### config.mk
export PLATFORM = sky130hd
export DESIGN_NAME = bus_transceiver_reg_flat
export DESIGN_NICKNAME = d
export VERILOG_FILES = /design/src/rtl/bus_transceiver_reg_if.sv /design/src/rtl/bus_transceiver_reg.sv /design/src/flat_wrapper.sv
export SDC_FILE = /design/constraint.sdc
export NUM_CORES = 1
export LEC_CHECK = 0
export ABC_AREA = 0
export BUFFER_PORTS_ARGS = -buffer_cell sky130_fd_sc_hd__buf_2
export CAP_MARGIN = 20
export CELL_PAD_IN_SITES_DETAIL_PLACEMENT = 0
export CELL_PAD_IN_SITES_GLOBAL_PLACEMENT = 2
export CORE_UTILIZATION = 24
export DETAILED_ROUTE_END_ITERATION = 7
export PLACE_DENSITY_LB_ADDON = 0.08
export SYNTH_ARGS = -nofsm -noshare
export SYNTH_HDL_FRONTEND = slang
export SYNTH_SLANG_ARGS = --single-unit
### constraint.sdc
create_clock -name clk -period 0.9 [get_ports clk]
set_input_delay 0.18 -clock clk [delete_from_list [all_inputs] [get_ports clk]]
set_output_delay 0.18 -clock clk [all_outputs]
set_load 0.005 [all_outputs]
### src/rtl/bus_transceiver_reg_if.sv
// Bus bundle for bus_transceiver_reg: control inputs plus both data ports.
//   oe_n, dir     : transfer enable (active low) and direction (1: A->B)
//   a_in, b_in    : data arriving from ports A and B
//   a_out, b_out  : data to drive onto ports A and B
//   a_oe, b_oe    : per-port drive enables for the pad ring
//   busy          : high while a direction reversal is being served
// Modports: master (bus controller/pads side), slave (transceiver side).
interface bus_transceiver_reg_if #(
  parameter int unsigned WIDTH = 8
);

  logic             oe_n;
  logic             dir;
  logic [WIDTH-1:0] a_in;
  logic [WIDTH-1:0] a_out;
  logic             a_oe;
  logic [WIDTH-1:0] b_in;
  logic [WIDTH-1:0] b_out;
  logic             b_oe;
  logic             busy;

  modport master (
    output oe_n,
    output dir,
    output a_in,
    output b_in,
    input  a_out,
    input  a_oe,
    input  b_out,
    input  b_oe,
    input  busy
  );

  modport slave (
    input  oe_n,
    input  dir,
    input  a_in,
    input  b_in,
    output a_out,
    output a_oe,
    output b_out,
    output b_oe,
    output busy
  );

endinterface

### src/rtl/bus_transceiver_reg.sv
// Registered bidirectional bus transceiver ('245 successor) with
// break-before-make direction reversal. No internal tristates: each port has
// separate in/out/oe and the pad ring resolves the wires.
// Ports:
//   clk   : system clock, rising edge
//   rst_n : asynchronous active-low reset
//   bus   : bus_transceiver_reg_if.slave (oe_n, dir, a_in/a_out/a_oe,
//           b_in/b_out/b_oe, busy)
// Parameters:
//   WIDTH       : data width of ports A and B
//   TURN_CYCLES : dead cycles (both oe low) on a direction reversal, >= 1
// Build option:
//   XCVR_LATCH_EN defined   : a_out/b_out hold their last driven value when
//                             the matching oe drops.
//   XCVR_LATCH_EN undefined : a_out/b_out are 0 whenever their oe is 0.
module bus_transceiver_reg #(
  parameter int unsigned WIDTH       = 8,
  parameter int unsigned TURN_CYCLES = 1
) (
  input logic                   clk,
  input logic                   rst_n,
  bus_transceiver_reg_if.slave  bus
);

  localparam int unsigned CNT_W = (TURN_CYCLES > 1) ? $clog2(TURN_CYCLES) : 1;
  localparam logic [CNT_W-1:0] TURN_LOAD = CNT_W'(TURN_CYCLES - 1);

  typedef enum logic [1:0] {
    ST_OFF    = 2'd0,
    ST_DRV_AB = 2'd1,
    ST_DRV_BA = 2'd2,
    ST_TURN   = 2'd3
  } state_t;

  state_t           state_q, state_d;
  logic [CNT_W-1:0] cnt_q, cnt_d;
  logic             a_oe_q, a_oe_d;
  logic             b_oe_q, b_oe_d;
  logic             busy_q, busy_d;
  logic [WIDTH-1:0] a_out_q, a_out_d;
  logic [WIDTH-1:0] b_out_q, b_out_d;

  // State, counter and all outputs register together so every output is a flop.
  always_ff @(posedge clk or negedge rst_n) begin
    if (!rst_n) begin
      state_q <= ST_OFF;
      cnt_q   <= '0;
      a_oe_q  <= 1'b0;
      b_oe_q  <= 1'b0;
      busy_q  <= 1'b0;
      a_out_q <= '0;
      b_out_q <= '0;
    end else begin
      state_q <= state_d;
      cnt_q   <= cnt_d;
      a_oe_q  <= a_oe_d;
      b_oe_q  <= b_oe_d;
      busy_q  <= busy_d;
      a_out_q <= a_out_d;
      b_out_q <= b_out_d;
    end
  end

  // Next state and next outputs; outputs follow the state being entered.
  always_comb begin
    state_d = state_q;
    cnt_d   = cnt_q;
    a_oe_d  = 1'b0;
    b_oe_d  = 1'b0;
    busy_d  = 1'b0;
    a_out_d = '0;
    b_out_d = '0;

    unique case (state_q)
      ST_OFF: begin
        // Nothing is driving, so engaging needs no dead time.
        if (!bus.oe_n) begin
          state_d = bus.dir ? ST_DRV_AB : ST_DRV_BA;
        end
      end
      ST_DRV_AB: begin
        // Release wins over a simultaneous direction flip.
        if (bus.oe_n) begin
          state_d = ST_OFF;
        end else if (!bus.dir) begin
          state_d = ST_TURN;
          cnt_d   = TURN_LOAD;
        end
      end
      ST_DRV_BA: begin
        if (bus.oe_n) begin
          state_d = ST_OFF;
        end else if (bus.dir) begin
          state_d = ST_TURN;
          cnt_d   = TURN_LOAD;
        end
      end
      ST_TURN: begin
        // dir is only looked at on the exit edge; the dead time is always
        // served in full, even if dir ends up back where it started.
        if (bus.oe_n) begin
          state_d = ST_OFF;
        end else if (cnt_q != '0) begin
          cnt_d = cnt_q - CNT_W'(1);
        end else begin
          state_d = bus.dir ? ST_DRV_AB : ST_DRV_BA;
        end
      end
      default: begin
        state_d = ST_OFF;
      end
    endcase

    b_oe_d = (state_d == ST_DRV_AB);
    a_oe_d = (state_d == ST_DRV_BA);
    busy_d = (state_d == ST_TURN);

`ifdef XCVR_LATCH_EN
    a_out_d = a_oe_d ? bus.b_in : a_out_q;
    b_out_d = b_oe_d ? bus.a_in : b_out_q;
`else
    a_out_d = a_oe_d ? bus.b_in : '0;
    b_out_d = b_oe_d ? bus.a_in : '0;
`endif
  end

  assign bus.a_oe  = a_oe_q;
  assign bus.b_oe  = b_oe_q;
  assign bus.busy  = busy_q;
  assign bus.a_out = a_out_q;
  assign bus.b_out = b_out_q;

  // The two ports must never be driven in the same cycle.
  a_b_oe_exclusive: assert property (@(posedge clk) disable iff (!rst_n)
    !(a_oe_q && b_oe_q));

endmodule

### src/flat_wrapper.sv
// flat-port wrapper written by rule: the top's interface ports become plain ports
module bus_transceiver_reg_flat 
#(
  parameter int unsigned WIDTH       = 8,
  parameter int unsigned TURN_CYCLES = 1
)
  (clk, rst_n, bus_oe_n, bus_dir, bus_a_in, bus_b_in, bus_a_out, bus_a_oe, bus_b_out, bus_b_oe, bus_busy);
  bus_transceiver_reg_if #(.WIDTH(WIDTH)) bus_i ();
  input logic clk;
  input logic rst_n;
  input wire logic [$bits(bus_i.oe_n)-1:0] bus_oe_n;
  input wire logic [$bits(bus_i.dir)-1:0] bus_dir;
  input wire logic [$bits(bus_i.a_in)-1:0] bus_a_in;
  input wire logic [$bits(bus_i.b_in)-1:0] bus_b_in;
  output wire logic [$bits(bus_i.a_out)-1:0] bus_a_out;
  output wire logic [$bits(bus_i.a_oe)-1:0] bus_a_oe;
  output wire logic [$bits(bus_i.b_out)-1:0] bus_b_out;
  output wire logic [$bits(bus_i.b_oe)-1:0] bus_b_oe;
  output wire logic [$bits(bus_i.busy)-1:0] bus_busy;
  assign bus_i.oe_n = bus_oe_n;
  assign bus_i.dir = bus_dir;
  assign bus_i.a_in = bus_a_in;
  assign bus_i.b_in = bus_b_in;
  assign bus_a_out = bus_i.a_out;
  assign bus_a_oe = bus_i.a_oe;
  assign bus_b_out = bus_i.b_out;
  assign bus_b_oe = bus_i.b_oe;
  assign bus_busy = bus_i.busy;
  bus_transceiver_reg #(.WIDTH(WIDTH), .TURN_CYCLES(TURN_CYCLES)) u_core (.clk(clk), .rst_n(rst_n), .bus(bus_i));
endmodule
; After elaboration in Yosys (flattened, before gate mapping)
; Index checks and enable logic that the tools add are counted.
[op_classes]
addsub = 1
eq_ne = 11
n_mux = 18
n_reduce_logical = 3
[ops]
columns = operator, count
row1 = 2-to-1 mux 2 bit, 8
row2 = 2-to-1 mux 8 bit, 2
row3 = "!= test 2 bit, second input constant", 5
row4 = "== test 2 bit, second input constant", 4
row5 = one-hot mux 2 bit (4 select lines), 1
row6 = 2-to-1 mux 1 bit, 6
row7 = AND reduction 6 bit, 1
row8 = "== test 2 x 1 -> 1 bit, second input constant", 2
row9 = one-hot mux 1 bit (3 select lines), 1
row10 = nonzero test 3 bit, 1
row11 = logical NOT 2 bit, 1
row12 = "subtractor 1 bit, second input constant", 1
[word_totals]
register_bits = 22
input_bits = 20
elab_cells = 40

; Logic depth before layout (Yosys ltp)
; Gate-level depths: netlist (run 1).
[depth]
ltp_word = 6
mapped_depth = 3
ltp_nobuf = 2

; Least setup slack after synthesis (run 1)
; OpenSTA, ideal clock, no wires.
[synth_timing]
path_kind = flip-flop to flip-flop
startpoint = register u_core.state_q[0]
endpoint = register u_core.a_out_q[0] (netlist: u_core.bus.a_out[0])
arrival_time_ns = 0.834
setup_slack_ns = -0.014
stages_incl_launch_ff = 4
path_buffers = 1
synth_period_minus_slack_ns = 0.914
cell_sequence = dfrtp_1 nor2b_1 buf_2 nor3b_2
[synth_between]
elab_chain_len = 5
[synth_rtl]
columns = element, line
row1 = from (decl), bus_transceiver_reg.sv:35  ; state_t state_q, state_d;
row2 = from (signal assigned), bus_transceiver_reg.sv:54  ; state_q <= state_d;
row3 = 2-to-1 mux 2 bit (on tied branches), "bus_transceiver_reg.sv:103, bus_transceiver_reg.sv:85, bus_transceiver_reg.sv:93"
row4 = 2-to-1 mux 2 bit (on tied branches), "bus_transceiver_reg.sv:101, bus_transceiver_reg.sv:83, bus_transceiver_reg.sv:91"
row5 = one-hot mux 2 bit (4 select lines) (*), bus_transceiver_reg.sv:74  ; unique case (state_q)
row6 = == test 2 bit (*), bus_transceiver_reg.sv:115  ; a_oe_d = (state_d == ST_DRV_BA);
row7 = 2-to-1 mux 8 bit (*), bus_transceiver_reg.sv:122  ; a_out_d = a_oe_d ? bus.b_in : '0;
row8 = named net u_core.a_out_d[0], bus_transceiver_reg.sv:40  ; logic [WIDTH-1:0] a_out_q, a_out_d;
row9 = to (signal assigned), bus_transceiver_reg.sv:59  ; a_out_q <= a_out_d;
row10 = to (decl), bus_transceiver_reg.sv:40
; Mark *: on every way through the listed nets, which the timed path passes. The rest lies on a longest branch.
; A chain may end at the register's enable or synchronous reset.

; Final worst setup path (run 1)
[layout_timing]
startpoint = register u_core.b_out_q[6] (netlist: u_core.bus.b_out[6])
endpoint = output port bus_b_out[6]
[layout_rtl]
columns = element, line
row1 = from (decl), bus_transceiver_reg.sv:41  ; logic [WIDTH-1:0] b_out_q, b_out_d;
row2 = from (signal assigned), bus_transceiver_reg.sv:60  ; b_out_q <= b_out_d;
row3 = to (decl), flat_wrapper.sv:17  ; output wire logic [$bits(bus_i.b_out)-1:0] bus_b_out;
; No word-level cell between the ends.

==> reports/results.txt, run 1 <==
RSZ-0062 raised after global routing: yes
Inst Count DP: 136
Clock insertion delay at the later pin of the skew report: 0.30 ns
Worst slew margin: 63.3%
Seq pwr share: 57.9%
Fin nets: 120
Initial antenna violation count: 0
First-pass GRT wire length: 2.59 mm
Leakage: 0.610 nW
Die area: 3500 µm²
Failing checks: negative setup slack
CP Max Fanout: 1
Internal power: 1.30 mW
DR iter-0 viols: 0
Top cell type by total area after synthesis: dfrtp_1
Routability cong.: 0.620
Leading post-synthesis cells by cell area: dfrtp_1 (67%), nor3b_2 (13%), nor3b_1 (7.7%)
Clk buf depth: 2
Total GRT Usage: 10.6%
Clock group share of total power: 26.2%
Post-synth top area share: 67.1%
Worst hold margin: 0.0642 ns
Worst hold path class: in2reg
DR vias: 570
Per-cell routed wire length: 12.0 µm
CP required: 0.72 ns
Final Skew: 0.00151 ns
Slowest CP cell: dfrtp_1
Largest net degree at the start of global routing: 22
Worst setup SP type: flop
Final worst setup slack: -0.0948 ns
Syn Inst Count: 53
Syn nets: 73
Synth Warn #: 0
Crit end category: primary output
Drt via density: 3.99
CTS tree: done
Clk sinks: 21
Synthesis-stage register bit count: 21
Port buffer count: 38
Max-cap violations: 0
CP Buf/Inv Count: 1
Seq/Total Area, Yosys: 67.1%
Final Critical Period: 0.995 ns
Slew at the pin closest to its max-slew limit: 0.551 ns
Run status: finished, violations left
CP top delay family: flip-flops
DRT Pass-1 Iters: 1
Worst-path clk slew: 0.12 ns
Non-filler instance count after layout: 143
Synth cell types: 12
Data arrival, critical path: 0.81 ns
Routed WL: 1.71 mm
Vias in the first global route: 564
Root Driver: clkbuf_4
Placement Rows: 20
Diodes inserted: 0
Synth-to-Final Area Change: 52.9%
Flop2flop setup slack: -0.09 ns
Max-slew violation count: 0
CP max stage delay: 0.39 ns
# IOs: 39
Peak supply drop: 0.000443 V
H-tree Lvls: 1
CORE AREA: 3080 µm²
Combinational share of power: 15.9%
CTS Buf Count: 3
Initial Util: 25.4%
Switching share of power: 24.8%
Period utilization: 111%
Congestion Overflow GR: 0
Sw Pwr: 0.430 mW
Mapped cell area: 783 µm²
Critical Path, Cell by Cell: buf_2
Share of cells above drive strength 1: 72.7%
Die height: 59.1 µm
ANT nets after route: 0
Remaining DRCs: 0
Post-DP HPWL: 1.14 mm
Worst setup path class: reg2out
Finish-stage setup viols: 35
Post-Syn Area per Cell: 14.8 µm²
Pwr dens: 1440 nW/µm²
Final hold violation count: 0
Die width: 59.1 µm
Setup WS pre-CTS: -0.280 ns
FMAX: 1010 MHz
==> synthesized netlist by cell type <==
| library cell | count |
|---|---|
| a21oi_1 | 2 |
| buf_2 | 3 |
| buf_6 | 1 |
| dfrtp_1 | 21 |
| inv_1 | 1 |
| nand2b_1 | 3 |
| nor2_1 | 2 |
| nor2b_1 | 2 |
| nor3b_1 | 8 |
| nor3b_2 | 8 |
| o22ai_2 | 1 |
| or2_1 | 1 |
==> power groups by stage <==
stage                     Clock (mW)  Combinational (mW)  Sequential, mW
after global routing           0.513               0.303            1.01
after CTS                      0.484               0.262           0.998
after detailed placement           0               0.222            1.01
after global placement             0               0.218            1.01
after floorplan                    0              0.0907            1.02
final                          0.454               0.275            1.00
==> sequential cells by signal, indices dropped and copies added, names as in the netlist <==
name	cells
u_core.bus.a_out	8
u_core.bus.b_out	8
u_core.state_q	2
u_core.bus.a_oe	1
u_core.bus.b_oe	1
u_core.bus.busy	1
==> area by class of cell <==
cell class | count | area (µm²)
inverters | 1 | 3.75
multi-input cells | 28 | 312
repair buffers | 45 | 273
flip-flops and latches | 21 | 527
well taps | 44 | 55.1
clock buffers | 3 | 22.5
clock inverters | 1 | 5.00
fillers | 313 | 1880
==> path summary, 6_finish.rpt <==
path	start	depth (start not counted)	to
max reg2reg	u_core.state_q[1]	4	u_core.bus.a_out[5]
min	bus_dir	2	u_core.state_q[1]
max	u_core.bus.b_out[6]	1	bus_b_out[6]
min in group asynchronous	rst_n	2	u_core.bus.b_out[7]
max in group asynchronous	rst_n	2	u_core.state_q[0]
min reg2reg	u_core.state_q[0]	2	u_core.bus.b_oe
==> stage by stage <==
stage	total power [mW]	utilization (%)	area, µm²	setup TNS, ns
global route	1.82	38.9	1200	-3.88
detailed placement	1.24	34.2	1050	-3.13
finish	1.73	38.9	1200	-2.29
global placement	1.23	34.2	1050	-2.86
floorplan	1.11	-	786	0
CTS	1.74	37.2	1150	-2.38
==> routing by layer <==
metal | vias to the layer above | share of wire, % | global-route usage [%]
met3 | 2 | 5.1 | 2.40
met2 | 19 | 50 | 17.5
li1 | 271 | - | -
met4 | 0 | 1.6 | 7.14
met5 | - | 0 | 0
met1 | 278 | 43 | 12.3
==> placed cells by master, fill, tap and decap left out, drive strengths merged, types with 2 or more instances in the layout <==
master	synthesis	final
nor2	2	2
a21oi	2	2
nor3b	16	16
dfrtp	21	21
buf	4	44
clkbuf	0	3
nor2b	2	3
nand2b	3	3
==> what timing repair did <==
action | 4_1_cts | 5_1_grt
hold endpoints to repair | 21 | 0
resized for setup | 12 | 10
hold buffers | 1 | 0
gates cloned | 1 | 1
pin swaps | 1 | 10
endpoints found under the setup margin | 40 | 40
setup buffers | 0 | 0
==> cells by family after synthesis <==
group           count (synthesis)  synth area share (%)
buf+inv                         5                  3.83
flops                          21                  67.1
simple gates                   24                  26.2
compound gates                  3                  2.88
Power figures use the tool's default switching activity.
==> run 2: changes to the inputs <==
--- a/config.mk
+++ b/config.mk
@@ -10,6 +10,7 @@
 export CAP_MARGIN = 20
 export CELL_PAD_IN_SITES_DETAIL_PLACEMENT = 0
 export CELL_PAD_IN_SITES_GLOBAL_PLACEMENT = 2
+export CORE_ASPECT_RATIO = 0.5
 export CORE_UTILIZATION = 24
 export DETAILED_ROUTE_END_ITERATION = 7
 export PLACE_DENSITY_LB_ADDON = 0.08
==> run 2 against run 1 <==
  * Critical endpoint is now u_core.bus.b_out[2]
  * Cell area up 0.73%
  * Critical path type is now reg2reg
  * Non-clock buffer count is 1 higher
  * Cell count shrank 2.8%
  * Fmax barely moved
  * The run still ends with negative setup slack left
  * Clock power rose by 34%
  * Sequential share of layout area is 0.32 points lower
==> reports/results.txt, run 2 (same netlist as run 1, synthesis figures left out) <==
Run status: finished, violations left
Failing checks: negative setup slack
Pwr dens: 1560 nW/µm²
R2R cell count: 3
Diodes inserted: 0
Commonest non-fill, non-tap cells in the layout: buf_2 (38), dfrtp_1 (20), nor3b_2 (16)
Leakage: 0.619 nW
Data arrival, critical path: 1.18 ns
Worst setup path class: reg2reg
DR iter-0 viols: 29
Slowest CP cell: dfrtp_2
Clk buf depth: 2
Per-cell routed wire length: 12.7 µm
Peak supply drop: 0.000776 V
Congestion Overflow GR: 0
Placement Rows: 14
Vias in the first global route: 535
CP max stage delay: 0.46 ns
Initial antenna violation count: 0
Die area: 3510 µm²
Fin nets: 120
ANT nets after route: 0
Total power: 1.88 mW
Clk sinks: 21
Clock insertion delay at the later pin of the skew report: 0.26 ns
Total GRT Usage: 10.8%
Drt via density: 4.01
Initial Util: 25.7%
Remaining DRCs: 0
Post-DP HPWL: 1.16 mm
Die height: 42.4 µm
Worst slew margin: 60.7%
Routed WL: 1.77 mm
Largest net degree at the start of global routing: 22
Final worst setup slack: -0.0951 ns
Max-cap violations: 0
Root Driver: clkbuf_8
Worst-path clk slew: 0.08 ns
Worst setup SP type: flop
Inst Count DP: 131
# IOs: 39
RSZ-0062 raised after global routing: yes
FMAX: 1000 MHz
Synth-to-Final Area Change: 54.0%
DR vias: 558
Final hold violation count: 0
CORE AREA: 3050 µm²
Slew at the pin closest to its max-slew limit: 0.590 ns
Finish-stage setup viols: 39
Crit end category: flop
CP required: 1.08 ns
Worst Hold Depth: 2
Post-Layout Inst Area: 1210 µm²
Non-filler instance count after layout: 139
Setup TNS: -1.58 ns
Cell Area, Placed: 1040 µm²
First-pass GRT wire length: 2.55 mm
Routability cong.: 0.637
CTS Buf Count: 3
Worst hold path class: in2reg
Max-slew violation count: 0
Util after Layout: 39.6%
H-tree Lvls: 1
Critical Path, Cell by Cell: nor2b_4 > buf_4 > nor3b_2
Share of cells above drive strength 1: 71.7%
DRT Pass-1 Iters: 2
CP Max Fanout: 4
Port buffer count: 38
Final Critical Period: 0.995 ns
Period utilization: 111%
CTS tree: done
Most common cell after layout, fill and taps aside: buf_2
Final Skew: 0.00776 ns
Die width: 82.8 µm
## run 2: cell count changes in the layout (fill, tap and decap cells not counted), sizes merged
| cell | delta |
|---|---|
| nor2b | -1 |
| buf | +1 |
## run 2: power breakdown
group	switching [mW]	internal [mW]	total (mW)	leakage, nW
Combinational	0.119	0.151	0.269	0.312
Sequential	0.0190	0.984	1.00	0.281
Clock	0.300	0.308	0.609	0.0255
Total	0.438	1.44	1.88	0.619
## run 2: stage by stage
stage,hold slack [ns],setup slack (ns)
floorplan,-0.116,0.00124
CTS,0.0862,-0.0814
global route,0.0742,-0.123
global placement,0.151,-0.0566
finish,0.0896,-0.0951
detailed placement,0.171,-0.100
## run 2: routing by layer
metal	routed length [µm]	share of wire, %	global-route usage [%]
met4	27	1.5	5.17
met5	0	0	0
met3	178	10	5.43
met1	716	40	12.4
met2	849	48	16.7
## run 2: cell type report
cell class	count	area (µm²)
repair buffers	46	285
clock inverters	1	5.00
clock buffers	3	41.3
inverters	1	3.75
well taps	40	50.0
multi-input cells	27	294
fillers	304	1840
flip-flops and latches	21	527
## run 2: worst paths after layout
path                              startpoint             endpoint  slack [ns]
setup / recovery           u_core.state_q[1]  u_core.bus.b_out[2]        -0.1
hold / removal                      bus_oe_n    u_core.state_q[1]        0.09
setup reg to reg           u_core.state_q[1]  u_core.bus.b_out[2]        -0.1
hold reg to reg            u_core.state_q[1]    u_core.state_q[1]        0.62
max in group asynchronous              rst_n    u_core.state_q[1]        0.15
min in group asynchronous              rst_n  u_core.bus.b_out[6]        0.41
## run 2: what timing repair did
item	4_1_cts	5_1_grt
hold endpoints to repair	21	0
hold buffers	1	0
pin swaps	3	10
setup buffers	1	2
cloned	1	0
endpoints found under the setup margin	36	39
gates resized for setup	14	6
## run 2: critical path: cells and delay by family, from the launching register on
family | cells | cell delay [ns]
buffers and inverters | 1 | 0.15
AND/OR/NAND/NOR | 2 | 0.32
flip-flops | 1 | 0.46
